**src/rtl/fb_writer.sv**
```systemverilog
// Rectangle fill engine: accepts a clipped rectangle command and streams
// row-major colour writes into a synchronous framebuffer RAM.
module fb_writer #(
    parameter int WIDTH = 8,
    parameter int FB_W  = 160,
    parameter int FB_H  = 120
) (
    input  logic                              clk,
    input  logic                              rst_n,
    input  logic                              cmd_valid,
    output logic                              cmd_ready,
    input  logic [$clog2(FB_W)-1:0]           cmd_x,
    input  logic [$clog2(FB_H)-1:0]           cmd_y,
    input  logic [$clog2(FB_W):0]             cmd_w,
    input  logic [$clog2(FB_H):0]             cmd_h,
    input  logic [WIDTH-1:0]                  cmd_color,
    output logic                              busy,
    output logic                              done,
    output logic                              mem_we,
    output logic [$clog2(FB_W*FB_H)-1:0]      mem_addr,
    output logic [WIDTH-1:0]                  mem_data
);

    localparam int XW    = $clog2(FB_W);
    localparam int YW    = $clog2(FB_H);
    localparam int ADDRW = $clog2(FB_W * FB_H);
    localparam logic [ADDRW-1:0] ROW_STEP = ADDRW'(FB_W);

    typedef enum logic [1:0] {
        S_IDLE = 2'd0,
        S_FILL = 2'd1,
        S_DONE = 2'd2
    } state_t;

    state_t             state_r;
    state_t             state_nx_s;
    logic [XW:0]        ew_r;
    logic [YW:0]        eh_r;
    logic [XW:0]        col_r;
    logic [YW:0]        row_r;
    logic [ADDRW-1:0]   addr_r;
    logic [ADDRW-1:0]   row_base_r;
    logic [WIDTH-1:0]   data_r;

    logic [XW:0]        rem_x_s;
    logic [YW:0]        rem_y_s;
    logic [XW:0]        ew_s;
    logic [YW:0]        eh_s;
    logic [ADDRW-1:0]   base_s;
    logic               accept_s;
    logic               zero_s;
    logic               col_last_s;
    logic               last_s;

    // Clip the incoming rectangle against the framebuffer edges
    always_comb begin
        rem_x_s = (XW+1)'(FB_W) - {1'b0, cmd_x};
        rem_y_s = (YW+1)'(FB_H) - {1'b0, cmd_y};
        if ({1'b0, cmd_x} >= (XW+1)'(FB_W)) begin
            ew_s = (XW+1)'(0);
        end else if (cmd_w < rem_x_s) begin
            ew_s = cmd_w;
        end else begin
            ew_s = rem_x_s;
        end
        if ({1'b0, cmd_y} >= (YW+1)'(FB_H)) begin
            eh_s = (YW+1)'(0);
        end else if (cmd_h < rem_y_s) begin
            eh_s = cmd_h;
        end else begin
            eh_s = rem_y_s;
        end
    end

    assign base_s     = ADDRW'(cmd_y) * ROW_STEP + ADDRW'(cmd_x);
    assign accept_s   = cmd_valid && (state_r == S_IDLE);
    assign zero_s     = (ew_s == (XW+1)'(0)) || (eh_s == (YW+1)'(0));
    assign col_last_s = (col_r == ew_r - (XW+1)'(1));
    assign last_s     = col_last_s && (row_r == eh_r - (YW+1)'(1));

    // State register
    always_ff @(posedge clk or negedge rst_n) begin
        if (!rst_n) begin
            state_r <= S_IDLE;
        end else begin
            state_r <= state_nx_s;
        end
    end

    // Next-state logic; empty rectangles skip straight to the completion pulse
    always_comb begin
        state_nx_s = state_r;
        case (state_r)
            S_IDLE: begin
                if (accept_s) begin
                    if (zero_s) begin
                        state_nx_s = S_DONE;
                    end else begin
                        state_nx_s = S_FILL;
                    end
                end else begin
                    state_nx_s = S_IDLE;
                end
            end
            S_FILL: begin
                if (last_s) begin
                    state_nx_s = S_DONE;
                end else begin
                    state_nx_s = S_FILL;
                end
            end
            S_DONE:  state_nx_s = S_IDLE;
            default: state_nx_s = S_IDLE;
        endcase
    end

    // Command latch and raster walk; next-row address comes from a running row base
    always_ff @(posedge clk or negedge rst_n) begin
        if (!rst_n) begin
            ew_r       <= '0;
            eh_r       <= '0;
            col_r      <= '0;
            row_r      <= '0;
            addr_r     <= '0;
            row_base_r <= '0;
            data_r     <= '0;
        end else if (accept_s) begin
            ew_r       <= ew_s;
            eh_r       <= eh_s;
            col_r      <= '0;
            row_r      <= '0;
            addr_r     <= base_s;
            row_base_r <= base_s;
            data_r     <= cmd_color;
        end else if (state_r == S_FILL) begin
            if (col_last_s) begin
                col_r      <= '0;
                row_r      <= row_r + (YW+1)'(1);
                row_base_r <= row_base_r + ROW_STEP;
                addr_r     <= row_base_r + ROW_STEP;
            end else begin
                col_r  <= col_r + (XW+1)'(1);
                addr_r <= addr_r + ADDRW'(1);
            end
        end
    end

    assign cmd_ready = (state_r == S_IDLE);
    assign busy      = (state_r != S_IDLE);
    assign done      = (state_r == S_DONE);
    assign mem_we    = (state_r == S_FILL);
    assign mem_addr  = addr_r;
    assign mem_data  = data_r;

endmodule
```
**config.mk**
```make
export PLATFORM = sky130hd
export DESIGN_NAME = fb_writer
export DESIGN_NICKNAME = d
export VERILOG_FILES = /design/src/rtl/fb_writer.sv
export SDC_FILE = /design/constraint.sdc
export NUM_CORES = 1
export LEC_CHECK = 0
export ABC_AREA = 0
export CORE_MARGIN = 5
export CORE_UTILIZATION = 40
export DETAILED_ROUTE_END_ITERATION = 16
export DONT_BUFFER_PORTS = 1
export GPL_ROUTABILITY_DRIVEN = 0
export PLACE_DENSITY_LB_ADDON = 0.12
export REMOVE_ABC_BUFFERS = 1
export SETUP_SLACK_MARGIN = 0.15
export SLEW_MARGIN = 20
export SYNTH_ARGS = -nofsm -noshare
export SYNTH_HDL_FRONTEND = slang
export SYNTH_SLANG_ARGS = --single-unit
```
**constraint.sdc**
```tcl
create_clock -name clk -period 3.17 [get_ports clk]
set_input_delay 0.634 -clock clk [delete_from_list [all_inputs] [get_ports clk]]
set_output_delay 0.634 -clock clk [all_outputs]
set_load 0.01 [all_outputs]
```
### After elaboration in Yosys (flattened, before gate mapping)

Index checks and enable logic that the tools add are counted.

| storage, ports and cells | value |
|---|---|
| flip-flop bits (word level) | 74 |
| output and inout bits | 27 |
| logic and storage cells | 56 |

| operators by class | value |
|---|---|
| add/sub/neg operators | 9 |
| multiply operators | 1 |
| order comparisons | 4 |
| equal/unequal tests | 4 |
| muxes and demuxes | 20 |
| reductions and logical operators | 10 |

Operators by type and width:

| kind | number |
|---|---|
| $mux 15 | 6 |
| $mux 9 | 5 |
| $mux 8 | 5 |
| $add 15x1->15 const B | 1 |
| $add 15x8->15 | 1 |
| $add 15x8->15 const B | 1 |
| $mul 7x3->10 const B | 1 |
| $add 9x1->9 const B | 1 |
| $eq 9x9->1 | 1 |
| $logic_not 9->1 | 1 |
| $lt 9x9->1 | 1 |
| $sub 8x8->9 const A | 1 |
| $sub 9x1->9 const B | 1 |
| $add 8x1->8 const B | 1 |
| $eq 8x8->1 | 1 |
| $ge 8x8->1 const B | 1 |
| $logic_not 8->1 | 1 |
| $lt 8x8->1 | 1 |
| $sub 7x7->8 const A | 1 |
| $sub 8x1->8 const B | 1 |
| $ge 7x7->1 const B | 1 |
| $mux 2 | 3 |
| $reduce_bool 2->1 | 3 |
| $pmux 2 s2 | 1 |
| 6 further kinds | 7 |

### Longest topological paths before layout

Gate-level depths: netlist of run 1.

| depth | value |
|---|---|
| depth after elaboration | 9 |
| mapped depth | 15 |

### Worst setup path after synthesis of run 1

OpenSTA, ideal clock, no wires.

| timing | value |
|---|---|
| path type | input to register |
| from | in cmd_x[0] |
| to | reg ew_r[0] |
| arrival | 2.934 ns |
| data required time | 3.023 ns |
| setup slack | 0.089 ns |
| stages on the path | 15 |
| path buffers | 1 |
| cells stage by stage | inv_1 > ha_1 > nand2b_1 > nor3_1 > nand2b_1 > xnor2_1 > ha_1 > nand3_1 > nand2_1 > o21a_1 > a21oi_1 > clkbuf_1 > nor2_1 > a21oi_1 > o22ai_1 |

| on the way | value |
|---|---|
| word-level cells in the longest chain between the ends | 4 |
| elaborated cells between the ends (all ways) | 5 |

RTL lines:

| element | line | text |
|---|---|---|
| from (decl) | 12 | `input logic [$clog2(FB_W)-1:0] cmd_x,` |
| $sub 8x8->9 | 57 | `rem_x_s = (XW+1)'(FB_W) - {1'b0, cmd_x};` |
| $lt 9x9->1 | 61 | `end else if (cmd_w < rem_x_s) begin` |
| $mux 9 | 61 |  |
| $mux 9 * | 59 | `if ({1'b0, cmd_x} >= (XW+1)'(FB_W)) begin` |
| to (signal assigned) | 128 | `ew_r <= ew_s;` |
| to (decl) | 37 | `logic [XW:0] ew_r;` |

Every way passes the cells marked *; elsewhere a longest branch is shown, timed or not.
A chain may end at the register's enable or synchronous reset.

### Final worst setup path of run 1

| timing | value |
|---|---|
| from | reg ew_r[0] |
| to | reg row_base_r[12] |

| on the way | value |
|---|---|
| word-level cells in the longest chain between the ends | 4 |

RTL lines:

| element | line | text |
|---|---|---|
| $sub 9x1->9 | 78 | `assign col_last_s = (col_r == ew_r - (XW+1)'(1));` |
| $eq 9x9->1 | 78 |  |
| $reduce_bool 2->1 (no source line) | n/a |  |
| $reduce_and 2->1 (no source line) | n/a |  |
| to (signal assigned) | 133 | `row_base_r <= base_s;` |
| to (signal assigned) | 139 | `row_base_r <= row_base_r + ROW_STEP;` |
| to (decl) | 42 | `logic [ADDRW-1:0] row_base_r;` |

Every way passes these cells.

==> metrics, run 1 <==
Commonest cells post-synth 88 x nand2_1, 74 x dfrtp_1, 57 x nor2_1; R2R Setup Slk 0.27 ns; area delta synth->final 12.2%; slew margin rel. 0.572; Power, Total 2.57 mW; Synth Register Bits 74; top-count cell post-synth nand2_1; CTS clock-pin slew for the worst setup and hold paths 0.06 ns; fin. max-slew vios 0; largest net degree at the start of global routing 75; fmax 0.345 GHz; clock skew after layout 0.00552 ns; Synth Flop Type dfrtp_1; DRC Markers 0; Avg Vias per Cell 5.80; vias 5085; cells on worst reg2reg path 10; Gate Count Post-Synth 678; library cells used by synthesis 74; vias in the first global route 4974; Initial Util 0.408; initial antenna violation count 0; Sink Count 74; TritonRoute pass-1 iters 4; Int Power 1.79 mW; max_cap viols 0; slowest stage delay, CP 0.50 ns; die area 0.0166 sq mm; Async S/R FF share, synth 1.00; GRT Overall Usage 0.201; crit-path max FO 6; CP endpoint kind flip-flop; CP Launch Type flip-flop; CP Class flip-flop to flip-flop; Arr. time, crit path 3.11 ns; CTS Buffer Depth 2; mean post-synth cell area 8.35 sq um; combinational share of power 0.189; Net Sw Frac 0.302; kind of cell adding the most delay to the critical path simple AND/OR/NAND/NOR gates; Placement Rows 43; period utilisation layout 0.915; leakage power 2.80 nW; Final ANT Viol Nets 0; Synth Warn # 0; clock root cell clkbuf_16; Setup-failing EPs final 0; hpwl dp 12300 um; port bufs 0; Clk Latency, worst-skew pair 0.33 ns; Switch Pwr 0.774 mW; filler cell count in the final layout 1411; final hold vios 0; nets 772; worst path bufs/invs 2; Fin Setup TNS 0 ns; Post-synth EDFFs 0; final WL 16300 um; status complete, no violations; clock power share 0.366; RSZ-0062 raised after global routing no; post-synthesis instance area 0.00566 sq mm; Diodes inserted 0; Flop pwr share 0.445; sequential cell area fraction in the yosys report 0.327; H-Tree Depth 3; reg-to-reg startpoint ew_r[0]; CTS Buf Count 9; synth top area cells dfrtp_1 33%, ha_1 8.0%, nand2_1 5.8%; worst reg2reg endpoint row_base_r[12]; DR iter-0 viols 335; Synth top area share 0.327; Multi-input gate area 0.00362 sq mm; VDD IR max 256 uV; Register Area 0.00185 sq mm; CP required 3.38 ns; num ports 70; first-pass GRT wire length 26700 um; grt ovf 0; top cell type by total area after synthesis dfrtp_1; Chip Width 129 um; Power Density 404 mW/mm^2; crit-path cells inv_1, ha_2, or3b_2, nor4b_4, a22oi_2, a21oi_4, nand2_4, buf_4, o21ai_0, o2bb2a_1; core area 0.0139 sq mm; Critical Path Slowest Stage Cell or3b_2; worst-margin pin slew 0.638 ns; TritonCTS clock tree yes; share of layout cells above drive strength 1 0.109; Min-Delay Path Class input port to async pin; post-route minimum period 2.90 ns; Die Y 129 um; WL/cell 18.6 um
==> state kept, by name, indices dropped and copies added (netlist names) <==
name / count
col_r: 9
eh_r: 8
row_r: 8
mem_data: 8
ew_r: 9
state_r: 2
row_base_r: 15
mem_addr: 15
==> power by group through the flow <==
stage	logic [mW]	clock network, mW	registers [mW]
4_1_cts	0.487	0.962	1.14
3_5_place_dp	0.459	0	1.16
5_1_grt	0.547	1.01	1.16
3_3_place_gp	0.449	0	1.15
6_report	0.484	0.940	1.14
2_1_floorplan	0.360	0	1.12
==> per-stage QoR <==
step           setup WS (ns)  area (sq um)  std cells  hold WS (ns)   util
2_1_floorplan         -0.143          5520        648         0.338      -
3_3_place_gp          0.0806          5960        855         0.343  0.430
3_5_place_dp         -0.0344          5960        855         0.343  0.430
4_1_cts                0.136          6280        872         0.207  0.453
5_1_grt                0.145          6350        876         0.214  0.458
6_report               0.270          6350        876         0.200  0.458
==> cell families (layout without fill, tap and decap cells) <==
kind of cell	Yosys count	count (layout)	share of synthesized area
buf+inv	59	77	0.0440
simple gates	278	278	0.240
fa+ha+maj	38	38	0.0866
flops	74	74	0.327
xor+xnor	66	66	0.102
compound gates	155	155	0.185
mux	8	8	0.0153
==> cell usage in the layout (no fill, tap or decap), drive strengths merged, types with 3 or more instances in the layout <==
master	netlist	routed
a21oi	33	33
a31oi	4	4
nand4	13	13
a21o	9	9
nor4b	3	3
or2	4	4
or4	5	5
buf	6	32
dfrtp	74	74
clkinv	0	3
clkbuf	24	11
nor2b	4	4
a211oi	11	11
o21ai	38	38
or3	3	3
nand2	90	90
a22oi	7	7
xor2	29	29
nor3	15	15
ha	36	36
nor2	57	57
inv	29	29
o2111ai	6	6
and3	8	8
o2bb2ai	3	3
nand3	36	36
mux2i	6	6
nor4	12	12
o22ai	9	9
and2	7	7
nand2b	11	11
o211ai	7	7
xnor2	37	37
==> worst max-delay path by stage <==
stage	from	endpoint	slack [ns]	depth (start not counted)
CTS	ew_r[0]	state_r[0]	0.14	10
global route	ew_r[0]	row_base_r[12]	0.15	10
finish	ew_r[0]	row_base_r[12]	0.27	10
detailed placement	cmd_y[1]	row_base_r[12]	-0.03	12
floorplan	cmd_x[0]	state_r[1]	-0.14	14
global placement	ew_r[0]	state_r[0]	0.08	10
==> routing by layer <==
metal / wire [um] / GRT usage
met1: 7990 / 0.296
met2: 7280 / 0.308
met3: 797 / 0.0378
met4: 182 / 0.0457
met5: 0 / 0
==> area by class of cell <==
cell class,instances,share of cell area
Tap cell,180,0.0355
Sequential cell,74,0.292
Inverter,29,0.0171
Clock inverter,5,0.00473
Multi-Input combinational cell,545,0.570
Timing Repair Buffer,32,0.0429
Clock buffer,11,0.0382
==> repair_timing <==
action | in CTS | in global routing
hold endpoints to repair | 74 | 0
setup endpoints to repair | 25 | 30
buffers inserted | 0 | 4
hold buffers | 1 | 0
resized for setup | 4 | 10
pin swaps | 1 | 1
Power figures use the tool's default switching activity.
==> run 2: changes to the inputs <==
CORE_ASPECT_RATIO = 1.75   (was unset)
==> metrics, run 2 (same netlist as run 1, synthesis figures left out) <==
placed cell areas 0.00596 sq mm (about the same); status complete, no violations (unchanged); final worst setup slack 0.247 ns (was 0.270 ns); leakage power 2.78 nW (was 2.80 nW); port bufs 0 (unchanged); DP Worst Slack 0.0398 ns (was -0.0344 ns); Diodes inserted 0 (unchanged); Final ANT Viol Nets 0 (unchanged); Fin Setup TNS 0 ns (unchanged); crit-path cells buf_4, or4_4, or4_1, a21o_1, nand2_1, nand2_2, nor4_4, buf_4, o22ai_1 (was inv_1, ha_2, or3b_2, nor4b_4, a22oi_2, a21oi_4, nand2_4, buf_4, o21ai_0, o2bb2a_1); VDD IR max 258 uV (was 256 uV); crit-path max FO 5 (was 6); Placement Rows 57 (was 43); CTS Buf Count 9 (unchanged); H-Tree Depth 3 (unchanged); final hold vios 0 (unchanged); filler cell count in the final layout 1358 (was 1411); Power, Total 2.73 mW (was 2.57 mW); period utilisation layout 0.922 (was 0.915); worst path bufs/invs 2 (unchanged); kind of cell adding the most delay to the critical path simple AND/OR/NAND/NOR gates (unchanged); Critical Path Slowest Stage Cell or4_4 (was or3b_2); slew margin rel. 0.509 (was 0.572); worst-margin pin slew 0.733 ns (was 0.638 ns); most common cell after layout, fill and taps aside nand2_1 (unchanged); Non-Filler Cell Area, Final 0.00635 sq mm (about the same); num ports 70 (unchanged); DRC Markers 0 (unchanged); clock skew after layout 0.00557 ns (was 0.00552 ns); cells on worst reg2reg path 9 (was 10); core area 0.0139 sq mm (about the same); RSZ-0062 raised after global routing yes (was no); CP endpoint kind flip-flop (unchanged); first-pass GRT wire length 27200 um (was 26700 um); share of layout cells above drive strength 1 0.0972 (was 0.109); final WL 17100 um (was 16300 um); WL/cell 19.7 um (was 18.6 um); DR iter-0 viols 225 (was 335); Post-Layout Cell Count 866 (was 876); most used cell, CP buf_4; Power Density 430 mW/mm^2 (was 404 mW/mm^2); TritonRoute pass-1 iters 4 (unchanged); fmax 0.342 GHz (was 0.345 GHz); post-CTS setup buffer count 0 (unchanged); placed insts 849 (was 855); Min-Delay Path Class input port to async pin (unchanged); Avg Vias per Cell 5.86 (was 5.80); final core utilization 0.457 (was 0.458); most frequent cells in the layout 86 x nand2_1, 74 x dfrtp_1, 57 x nor2_1 (was 86 x nand2_1, 73 x dfrtp_1, 57 x nor2_1); Die Y 167 um (was 129 um); CP Class flip-flop to flip-flop (unchanged); TritonCTS clock tree yes (unchanged); hpwl dp 13000 um (was 12300 um); area delta synth->final 12.2% (about the same); Chip Width 99.9 um (was 129 um); max_cap viols 0 (unchanged); Clk Latency, worst-skew pair 0.34 ns (was 0.33 ns); die area 0.0167 sq mm (was 0.0166 sq mm); vias 5071 (was 5085); Setup-failing EPs final 0 (unchanged); CP Launch Type flip-flop (unchanged); Initial Util 0.407 (was 0.408); slowest stage delay, CP 0.53 ns (was 0.50 ns); grt ovf 0 (unchanged); CP required 3.37 ns (was 3.38 ns); CTS clock-pin slew for the worst setup and hold paths 0.06 ns (about the same); Worst path depth 9 (was 10); GRT Overall Usage 0.206 (was 0.201); Sink Count 74 (unchanged); clock root cell clkbuf_16 (unchanged); nets 765 (was 772); Arr. time, crit path 3.12 ns (was 3.11 ns); initial antenna violation count 0 (unchanged); post-route minimum period 2.92 ns (was 2.90 ns); largest net degree at the start of global routing 75 (unchanged); fin. max-slew vios 0 (unchanged); vias in the first global route 5338 (was 4974); hold slack final 0.187 ns (was 0.200 ns); CTS Buffer Depth 2 (unchanged)
run 2: cell types whose count changed in the layout (fill, tap and decap cells not counted), sizes merged:
cell | previous run | this run
buf | 32 | 25
bufinv | 0 | 2
clkbuf | 11 | 9
run 2: cell type report:
| type | count | area (sq um) | area share |
|---|---|---|---|
| clock buffer | 9 | 225 | 0.0355 |
| clock inverter | 7 | 93.8 | 0.0148 |
| inverter | 29 | 109 | 0.0171 |
| multi-input combinational | 545 | 3600 | 0.567 |
| sequential | 74 | 1850 | 0.292 |
| tap | 177 | 221 | 0.0349 |
| timing repair buffer | 25 | 249 | 0.0392 |
run 2: worst paths after layout:
path | startpoint | endpoint | slack [ns]
min in group clk | cmd_color[6] | mem_data[6] | 0.40
setup reg to reg | ew_r[0] | state_r[0] | 0.25
setup / recovery | ew_r[0] | state_r[0] | 0.25
hold / removal | rst_n | row_base_r[1] | 0.19
hold reg to reg | row_base_r[3] | row_base_r[3] | 0.47
max in group asynchronous | rst_n | mem_addr[14] | 2.67
run 2: report_power, final:
group | leakage (nW) | total, mW | switching, mW | internal, mW
Clock | 0.151 | 1.10 | 0.417 | 0.687
Combinational | 1.71 | 0.489 | 0.260 | 0.229
Sequential | 0.917 | 1.14 | 0.126 | 1.01
run 2: timing repair:
| action | in CTS | in global routing |
|---|---|---|
| hold endpoints to repair | 74 | 0 |
| pin swaps | 0 | 1 |
| hold buffers | 1 | 0 |
| endpoints found under the setup margin | 21 | 19 |
| resized for setup | 3 | 7 |
run 2: layer usage:
metal  vias to the layer above  wire, um  share of wire  track usage
met1                      2486      6080           0.36        0.204
met4                         0       820          0.048        0.103
li1                       2439         -              -            -
met3                        40       524          0.031       0.0296
met5                         -         0              0            0
met2                       106      9660           0.57        0.402
==> run 3: changes to the inputs <==
CTS_BUF_LIST = sky130_fd_sc_hd__clkbuf_4   (was unset)
==> metrics, run 3 (same netlist as run 1, synthesis figures left out) <==
die area 0.0167 sq mm (unchanged); fmax 0.347 GHz (was 0.342 GHz); Register Area 0.00185 sq mm (unchanged); nets 766 (was 765); H-Tree Depth 3 (unchanged); first-pass GRT wire length 27100 um (was 27200 um); cells on worst reg2reg path 11 (was 9); CP required 3.58 ns (was 3.37 ns); Net Sw Frac 0.329 (was 0.294); vias in the first global route 5310 (was 5338); port bufs 0 (unchanged); Sink Count 74 (unchanged); Power Density 375 mW/mm^2 (was 430 mW/mm^2); DRC Markers 0 (unchanged); Post-Layout Cell Count 868 (was 866); area delta synth->final 9.46% (was 12.2%); clock power share 0.299 (was 0.404); post-route minimum period 2.88 ns (was 2.92 ns); CTS clock-pin slew for the worst setup and hold paths 0.14 ns (was 0.06 ns); most frequent cells in the layout 86 x nand2_1, 74 x dfrtp_1, 57 x nor2_1 (unchanged); CP endpoint kind flip-flop (unchanged); most common cell after layout, fill and taps aside nand2_1 (unchanged); share of layout cells above drive strength 1 0.100 (was 0.0972); Switch Pwr 0.764 mW (was 0.803 mW); CP Class flip-flop to flip-flop (unchanged); placed cell areas 0.00596 sq mm (unchanged); num ports 70 (unchanged); Placement Rows 57 (unchanged); Non-Filler Cell Area, Final 0.00620 sq mm (was 0.00635 sq mm); Initial Util 0.407 (unchanged); Setup-failing EPs final 0 (unchanged); Min-Delay Path Class input port to async pin (unchanged); fin. max-slew vios 0 (unchanged); GRT Overall Usage 0.206 (about the same); CTS Buf Count 9 (unchanged); Die Y 167 um (unchanged); WL/cell 19.6 um (was 19.7 um); hpwl dp 13000 um (unchanged); TritonCTS clock tree yes (unchanged); max_cap viols 0 (unchanged); clock root cell clkbuf_4 (was clkbuf_16); grt ovf 0 (unchanged); Multi-input gate area 0.00360 sq mm (about the same); Avg Vias per Cell 5.86 (about the same); Chip Width 99.9 um (unchanged); filler cell count in the final layout 1373 (was 1358); worst reg2reg endpoint mem_addr[12] (was state_r[0]); final hold vios 0 (unchanged); reg-to-reg startpoint ew_r[0] (unchanged); Clk Latency, worst-skew pair 0.45 ns (was 0.34 ns); Final ANT Viol Nets 0 (unchanged); leakage power 2.71 nW (was 2.78 nW); worst-margin pin slew 0.711 ns (was 0.733 ns); VDD IR max 196 uV (was 258 uV); initial antenna violation count 1 (was 0); status complete, no violations (unchanged); period utilisation layout 0.908 (was 0.922); Flop pwr share 0.490 (was 0.417); DR iter-0 viols 209 (was 225); largest net degree at the start of global routing 75 (unchanged); RSZ-0062 raised after global routing no (was yes); core area 0.0139 sq mm (unchanged); Fin Setup TNS 0 ns (unchanged); TritonRoute pass-1 iters 4 (unchanged); R2R Setup Slk 0.29 ns (was 0.25 ns); placed insts 849 (unchanged); Arr. time, crit path 3.29 ns (was 3.12 ns); combinational share of power 0.211 (was 0.179); final core utilization 0.446 (was 0.457); final WL 17000 um (was 17100 um); Int Power 1.56 mW (was 1.93 mW); CP Launch Type flip-flop (unchanged); CTS Buffer Depth 2 (unchanged); slew margin rel. 0.524 (was 0.509); crit-path max FO 13 (was 5); clock skew after layout 0.0153 ns (was 0.00557 ns); vias 5088 (was 5071)
## run 3: power groups by stage
stage | clock network, mW | logic (mW) | registers (mW)
6_report | 0.695 | 0.489 | 1.14
5_1_grt | 0.746 | 0.547 | 1.15
4_1_cts | 0.711 | 0.493 | 1.14
3_5_place_dp | 0 | 0.465 | 1.16
3_3_place_gp | 0 | 0.455 | 1.15
2_1_floorplan | 0 | 0.360 | 1.12
## run 3: timing repair
item | CTS | global route
endpoints found under the hold margin | 74 | 0
hold buffers | 1 | 0
endpoints found under the setup margin | 12 | 25
gates cloned | 0 | 0
buffers inserted | 0 | 1
pin swaps | 0 | 1
gates resized for setup | 2 | 7
## run 3: layout make-up
| class | count | share of cell area |
|---|---|---|
| tap | 177 | 0.0357 |
| antenna | 1 | 0.000404 |
| clock buffer | 9 | 0.0109 |
| timing repair buffer | 26 | 0.0408 |
| multi-input combinational | 545 | 0.581 |
| sequential | 74 | 0.299 |
| clock inverter | 7 | 0.0151 |
| inverter | 29 | 0.0176 |
## run 3: how the worst max path moves through the flow
stage	start	endpoint	slack [ns]	depth (start not counted)
6_report	ew_r[0]	mem_addr[12]	0.29	11
5_1_grt	ew_r[0]	row_base_r[12]	0.17	11
4_1_cts	ew_r[1]	state_r[0]	0.15	11
3_5_place_dp	cmd_y[1]	row_base_r[12]	0.04	13
3_3_place_gp	cmd_y[1]	row_base_r[12]	0.06	13
2_1_floorplan	cmd_x[0]	state_r[1]	-0.14	14
## run 3: worst max-delay path: stages, from the launching register on
cell     delay (ns)
dfrtp_1        0.42
inv_1          0.09
ha_2           0.23
or3b_2         0.49
nor4b_2        0.28
a22oi_1        0.15
a21oi_2        0.20
buf_12         0.16
nand2_2        0.14
buf_4          0.22
nor4_1         0.30
or3_1          0.16
## run 3: metal layers
layer,global-route usage,up-vias,share of wire
met2,0.395,103,0.56
li1,-,2443,-
met5,0,-,0
met4,0.115,0,0.057
met3,0.0308,46,0.026
met1,0.204,2496,0.36
## run 3: stage by stage
step / total power [mW] / hold WS (ns) / setup slack [ns]
3_3_place_gp: 1.61 / 0.341 / 0.0629
6_report: 2.32 / 0.0507 / 0.292
2_1_floorplan: 1.48 / 0.338 / -0.143
3_5_place_dp: 1.62 / 0.342 / 0.0398
5_1_grt: 2.44 / 0.0588 / 0.173
4_1_cts: 2.34 / 0.0519 / 0.146
